`src/rtl/cache_mem_arbiter_pkg.sv`:
```
// cache_mem_arbiter_pkg: shared FSM state and requester encodings for the pmem arbiter.
package arb_types;
  typedef enum logic [1:0] {IDLE, SERVE_I, SERVE_D, DONE} arb_state_t;
  typedef enum logic {REQ_I, REQ_D} arb_req_t;
endpackage

```
`src/rtl/cache_mem_arbiter_arb_pick.sv`:
```
// arb_pick: combinational winner select between I-cache and D-cache requests.
// ARB_RR_EN selects round-robin on conflicts; otherwise D has fixed priority.
module arb_pick
  import arb_types::*;
(
  input  logic     i_req,
  input  logic     d_req,
  input  arb_req_t last_grant,
  output arb_req_t grant
);
`ifdef ARB_RR_EN
  assign grant = (i_req && d_req) ? ((last_grant == REQ_I) ? REQ_D : REQ_I)
                                  : (d_req ? REQ_D : REQ_I);
`else
  logic unused_last_grant;
  assign unused_last_grant = last_grant;
  assign grant = d_req ? REQ_D : REQ_I;
`endif
endmodule

```
`src/rtl/cache_mem_arbiter.sv`:
```
// cache_mem_arbiter: serialises I-cache and D-cache line transactions onto one pmem port.
// Conflict policy set by ARB_RR_EN (round-robin) or its absence (D-cache priority).
module cache_mem_arbiter
  import arb_types::*;
#(
  parameter int ADDR_W = 32,
  parameter int LINE_W = 256
) (
  input  logic              clk,
  input  logic              rst,
  input  logic              i_mem_read,
  input  logic [ADDR_W-1:0] i_mem_address,
  output logic [LINE_W-1:0] i_mem_rdata,
  output logic              i_mem_resp,
  input  logic              d_mem_read,
  input  logic              d_mem_write,
  input  logic [ADDR_W-1:0] d_mem_address,
  input  logic [LINE_W-1:0] d_mem_wdata,
  output logic [LINE_W-1:0] d_mem_rdata,
  output logic              d_mem_resp,
  output logic              pmem_read,
  output logic              pmem_write,
  output logic [ADDR_W-1:0] pmem_address,
  output logic [LINE_W-1:0] pmem_wdata,
  input  logic [LINE_W-1:0] pmem_rdata,
  input  logic              pmem_resp
);
  arb_state_t        state_q, state_d;
  arb_req_t          last_grant_q, last_grant_d, win;
  logic              wr_q, wr_d, d_req, serve;
  logic [ADDR_W-1:0] addr_q, addr_d;
  logic [LINE_W-1:0] wdata_q, wdata_d, i_rdata_q, i_rdata_d, d_rdata_q, d_rdata_d;
  assign d_req = d_mem_read || d_mem_write;
  arb_pick u_pick (.i_req(i_mem_read), .d_req(d_req), .last_grant(last_grant_q), .grant(win));
  always_comb begin
    state_d      = state_q;
    last_grant_d = last_grant_q;
    wr_d         = wr_q;
    addr_d       = addr_q;
    wdata_d      = wdata_q;
    i_rdata_d    = i_rdata_q;
    d_rdata_d    = d_rdata_q;
    i_mem_resp   = 1'b0;
    d_mem_resp   = 1'b0;
    case (state_q)
      IDLE: if (i_mem_read || d_req) begin
        state_d = (win == REQ_D) ? SERVE_D : SERVE_I;
        addr_d  = (win == REQ_D) ? d_mem_address : i_mem_address;
        wr_d    = (win == REQ_D) && d_mem_write;
        wdata_d = (win == REQ_D) ? d_mem_wdata : wdata_q;
      end
      SERVE_I: if (pmem_resp) begin
        i_mem_resp   = 1'b1;
        i_rdata_d    = pmem_rdata;
        last_grant_d = REQ_I;
        state_d      = DONE;
      end
      SERVE_D: if (pmem_resp) begin
        d_mem_resp   = 1'b1;
        d_rdata_d    = pmem_rdata;
        last_grant_d = REQ_D;
        state_d      = DONE;
      end
      default: state_d = IDLE;
    endcase
  end
  // Response data bypasses the holding register so it arrives with the resp pulse.
  assign serve        = (state_q == SERVE_I) || (state_q == SERVE_D);
  assign pmem_read    = serve && !wr_q;
  assign pmem_write   = serve && wr_q;
  assign pmem_address = addr_q;
  assign pmem_wdata   = wdata_q;
  assign i_mem_rdata  = i_mem_resp ? pmem_rdata : i_rdata_q;
  assign d_mem_rdata  = d_mem_resp ? pmem_rdata : d_rdata_q;
  always_ff @(posedge clk or negedge rst) begin
    if (!rst) begin
      state_q      <= IDLE;
      last_grant_q <= REQ_I;
      wr_q         <= 1'b0;
      addr_q       <= '0;
      wdata_q      <= '0;
      i_rdata_q    <= '0;
      d_rdata_q    <= '0;
    end else begin
      state_q      <= state_d;
      last_grant_q <= last_grant_d;
      wr_q         <= wr_d;
      addr_q       <= addr_d;
      wdata_q      <= wdata_d;
      i_rdata_q    <= i_rdata_d;
      d_rdata_q    <= d_rdata_d;
    end
  end
endmodule

```
`config.mk`:
```
export PLATFORM = sky130hd
export DESIGN_NAME = cache_mem_arbiter
export DESIGN_NICKNAME = d
export VERILOG_FILES = /design/src/rtl/cache_mem_arbiter_pkg.sv /design/src/rtl/cache_mem_arbiter_arb_pick.sv /design/src/rtl/cache_mem_arbiter.sv
export SDC_FILE = /design/constraint.sdc
export NUM_CORES = 1
export LEC_CHECK = 0
export BUFFER_PORTS_ARGS = -buffer_cell sky130_fd_sc_hd__buf_2
export CORE_AREA = 5 5 534 536
export CTS_CLUSTER_DIAMETER = 200
export CTS_CLUSTER_SIZE = 20
export DETAILED_ROUTE_END_ITERATION = 6
export DIE_AREA = 0 0 539 541
export PLACE_DENSITY_LB_ADDON = 0.08
export SYNTH_ARGS = -nofsm -noshare
export SYNTH_HDL_FRONTEND = slang
export SYNTH_SLANG_ARGS = --single-unit
export TNS_END_PERCENT = 100
```
`constraint.sdc`:
```
create_clock -name clk -period 1.8 [get_ports clk]
set_input_delay 0.36 -clock clk [delete_from_list [all_inputs] [get_ports clk]]
set_output_delay 0.36 -clock clk [all_outputs]
set_load 0.05 [all_outputs]
```
==> impl_metrics.env <==
export IMPL_post_drt_wl_per_cell_um=24.2
export IMPL_worstReg2RegStart="state_q[1]"
export IMPL_syn_avg_cell_area_um2=16.1
export IMPL_cellPowerDensity_nw_per_um2=2300
export IMPL_status="complete, but fails checks"
export IMPL_multi_input_area_um2=13600
export IMPL_routabilityCongestion=0.741
export IMPL_ys_types=24
export IMPL_slew_headroom_pct=67.7
export IMPL_criticalPathCategory="register to output pin"
export IMPL_crit_chain="inv_2 -> ha_4 -> nand2_8 -> buf_12 -> clkbuf_16 -> buf_4 -> clkbuf_16 -> mux2_4 -> buf_6"
export IMPL_worst_slack_ns=-1.16
export IMPL_drt_antenna_violating_nets=0
export IMPL_max_freq_mhz=338
export IMPL_synthAdderAreaFrac_pct=0.150
export IMPL_fin_skew_ns=0.0262
export IMPL_synthCells=2069
export IMPL_grt_pass1_wl_mm=254
export IMPL_drt_initial_drc_count=776
export IMPL_synthMuxAreaShare_pct=35.6
export IMPL_vias_per_cell=3.25
export IMPL_critPathRequiredTime_ns=1.44
export IMPL_timing_final_crit_share_pct=164
export IMPL_grt_total_usage_pct=12.3
export IMPL_hold_depth=2
export IMPL_r2r_end="d_rdata_q[91]"
export IMPL_dieArea_um2=292000
export IMPL_setup_worst_path_start="state_q[0]"
export IMPL_dp_cells=7244
export IMPL_vdd_drop_max_v=0.000990
export IMPL_synth_top_family_by_area="multiplexers"
export IMPL_htree_levels=2
export IMPL_tns_ns=-606.29
export IMPL_synth_xor_area_share_pct=0
export IMPL_dr_wl_met2_mm=101
export IMPL_synth_largest_area_cell="dfrtp_1"
export IMPL_critPathCaptureType="output pin"
export IMPL_wl_mm=193
export IMPL_hold_viol=0
export IMPL_routed_top_layer="met5"
export IMPL_clkLatencyLatePin_ns=0.67
export IMPL_min_period_ns=2.96
export IMPL_clockBufferDepth=3
export IMPL_final_common_cell="buf_2"
export IMPL_synth_cell_area_um2=33300
export IMPL_die_w_um=539
export IMPL_drv_slew=0
export IMPL_drv_cap=0
export IMPL_worst_path_most_repeated_cell="clkbuf_16"
export IMPL_critical_path_startpoint_type="register"
export IMPL_ys_seq_elements=803
export IMPL_area_sequential_um2=20100
export IMPL_reg2reg_depth=7
export IMPL_antenna_found_initial=112
export IMPL_crit_fanout=8
export IMPL_cts_tree="built"
export IMPL_min_path_type="input port to register"
export IMPL_wl_met1_mm=72.2
export IMPL_crit_path_max_incr_delay_ns=0.42
export IMPL_report_final_setup_viol=965
export IMPL_vias=26000
export IMPL_nFillCells=30500
export IMPL_crit_end="d_mem_rdata[166]"
export IMPL_post_route_drc_count=0
export IMPL_layout_nets=4763
export IMPL_row_count=195
export IMPL_post_route_util_pct=20.3
export IMPL_cp_slowest_cell="dfrtp_1"
export IMPL_finalNonFillerCells=7978
export IMPL_worst_slew_pin_slew_ns=0.485
export IMPL_mostFrequentLayoutCells="buf_2 (1,152), dfrtp_1 (803), mux2_2 (677)"
export IMPL_drt_pass1_iter_count=6
export IMPL_synth_top_area_share_pct=60.4
export IMPL_portBuffers=1385
export IMPL_wl_met3_mm=13.0
export IMPL_die_y_um=541
export IMPL_cts_buffers=47
export IMPL_grt_ovfl_total=0
export IMPL_yosysSeqAreaShare_pct=60.4
export IMPL_cts_sinks=803
export IMPL_core_um2=280000
export IMPL_cpLargestDelayFamily="buffers and inverters"
export IMPL_dp_hpwl_mm=151
export IMPL_rsz0062_at_grt="true"
export IMPL_pre_cts_ws_ns=-0.561
export IMPL_clock_root_buffer="clkbuf_16"
export IMPL_failed_checks="setup timing"
export IMPL_drive_above_1_share_pct=64.5
export IMPL_synth_warnings=0
export IMPL_synth_net_count=2655
export IMPL_synth_compound_area_share_pct=0.605
export IMPL_clk_pin_slew_ns=0.09
export IMPL_power_leakage_nw=26.6
export IMPL_start_util_pct=11.9
export IMPL_rrSetupSlack_ns=-0.41
export IMPL_grt_pass1_vias=28500
export IMPL_grt_max_degree=61
export IMPL_ctsHoldBuffers=568
export IMPL_cp_num_cells=9
export IMPL_synth_simple_area_share_pct=0.507
export IMPL_cp_arrival_ns=2.60
export IMPL_pin_count=1386
export IMPL_syn2layout_area_growth_pct=71.0
export IMPL_synth_area_top_cells="dfrtp_1 (60%), mux2_2 (35%), buf_4 (1.2%), mux2i_1 (0.96%), buf_6 (0.88%)"
export IMPL_critPathBufInv=6
==> sequential cells by signal, summed over array words and instances, names as in the netlist <==
signal,count
d_rdata_q,256
wr_q,1
pmem_address,32
i_rdata_q,256
state_q,2
pmem_wdata,256
==> through the flow <==
stage / hold slack [ns] / power [mW] / cell area, µm²
after global placement: 0.246 / 114 / 47200
after detailed placement: 0.248 / 114 / 47200
after global routing: -0.0640 / 137 / 56900
after floorplan: 0.0644 / 89.9 / 34700
final: 0.0180 / 131 / 56900
after CTS: -0.0908 / 130 / 54700
==> routing by layer <==
layer,track usage [%],up-vias
li1,-,11600
met1,13.3,13000
met2,22.7,968
met3,3.93,257
met4,4.05,70
met5,0,-
==> worst min-delay path by stage <==
| stage | from | end | slack, ns |
|---|---|---|---|
| global placement | rst | d_rdata_q[194] | 0.25 |
| floorplan | rst | d_rdata_q[0] | 0.06 |
| finish | pmem_rdata[255] | d_rdata_q[255] | 0.02 |
| global route | pmem_rdata[255] | i_rdata_q[255] | -0.06 |
| CTS | pmem_rdata[255] | d_rdata_q[255] | -0.09 |
| detailed placement | rst | d_rdata_q[194] | 0.25 |
==> synthesized netlist by cell type, drive strengths merged <==
cell / n
a21oi: 2
a22o: 1
and2: 1
buf: 120
clkbuf: 2
dfrtp: 803
ha: 4
inv: 5
mux2: 1024
mux2i: 32
nand2: 34
nor2: 3
nor2b: 1
nor4b: 1
o21ai: 33
o22ai: 1
o31ai: 1
or3: 1
==> cell type report <==
cell class	instances	area share (%)
Antenna cell	53	0.233
Clock buffer	50	2.16
Clock inverter	4	0.125
Inverter	5	0.0396
Multi-Input combinational cell	1139	24.0
Sequential cell	803	35.3
Tap cell	3743	8.23
Timing Repair Buffer	2181	29.9
==> power breakdown <==
part	internal [mW]	leakage (nW)	switching (mW)
combinational	29.2	16.5	57.6
clock	5.06	0.640	7.25
sequential	27.3	9.51	4.74
==> cells by family after synthesis <==
group	after synthesis
flip-flops	803
multiplexers	1056
AND/OR/NAND/NOR	41
buffers and inverters	127
AO/OA/AOI/OAI	38
adder cells (fa/ha/maj)	4
==> timing repair <==
item / in CTS / in global routing
setup endpoints to repair: 1291 / 1356
setup buffers: 2 / 22
pin swaps: 0 / 1
resized for setup: 124 / 506
hold endpoints to repair: 1066 / 3
cloned: 2 / 34
(Power assumes the default switching activity.)
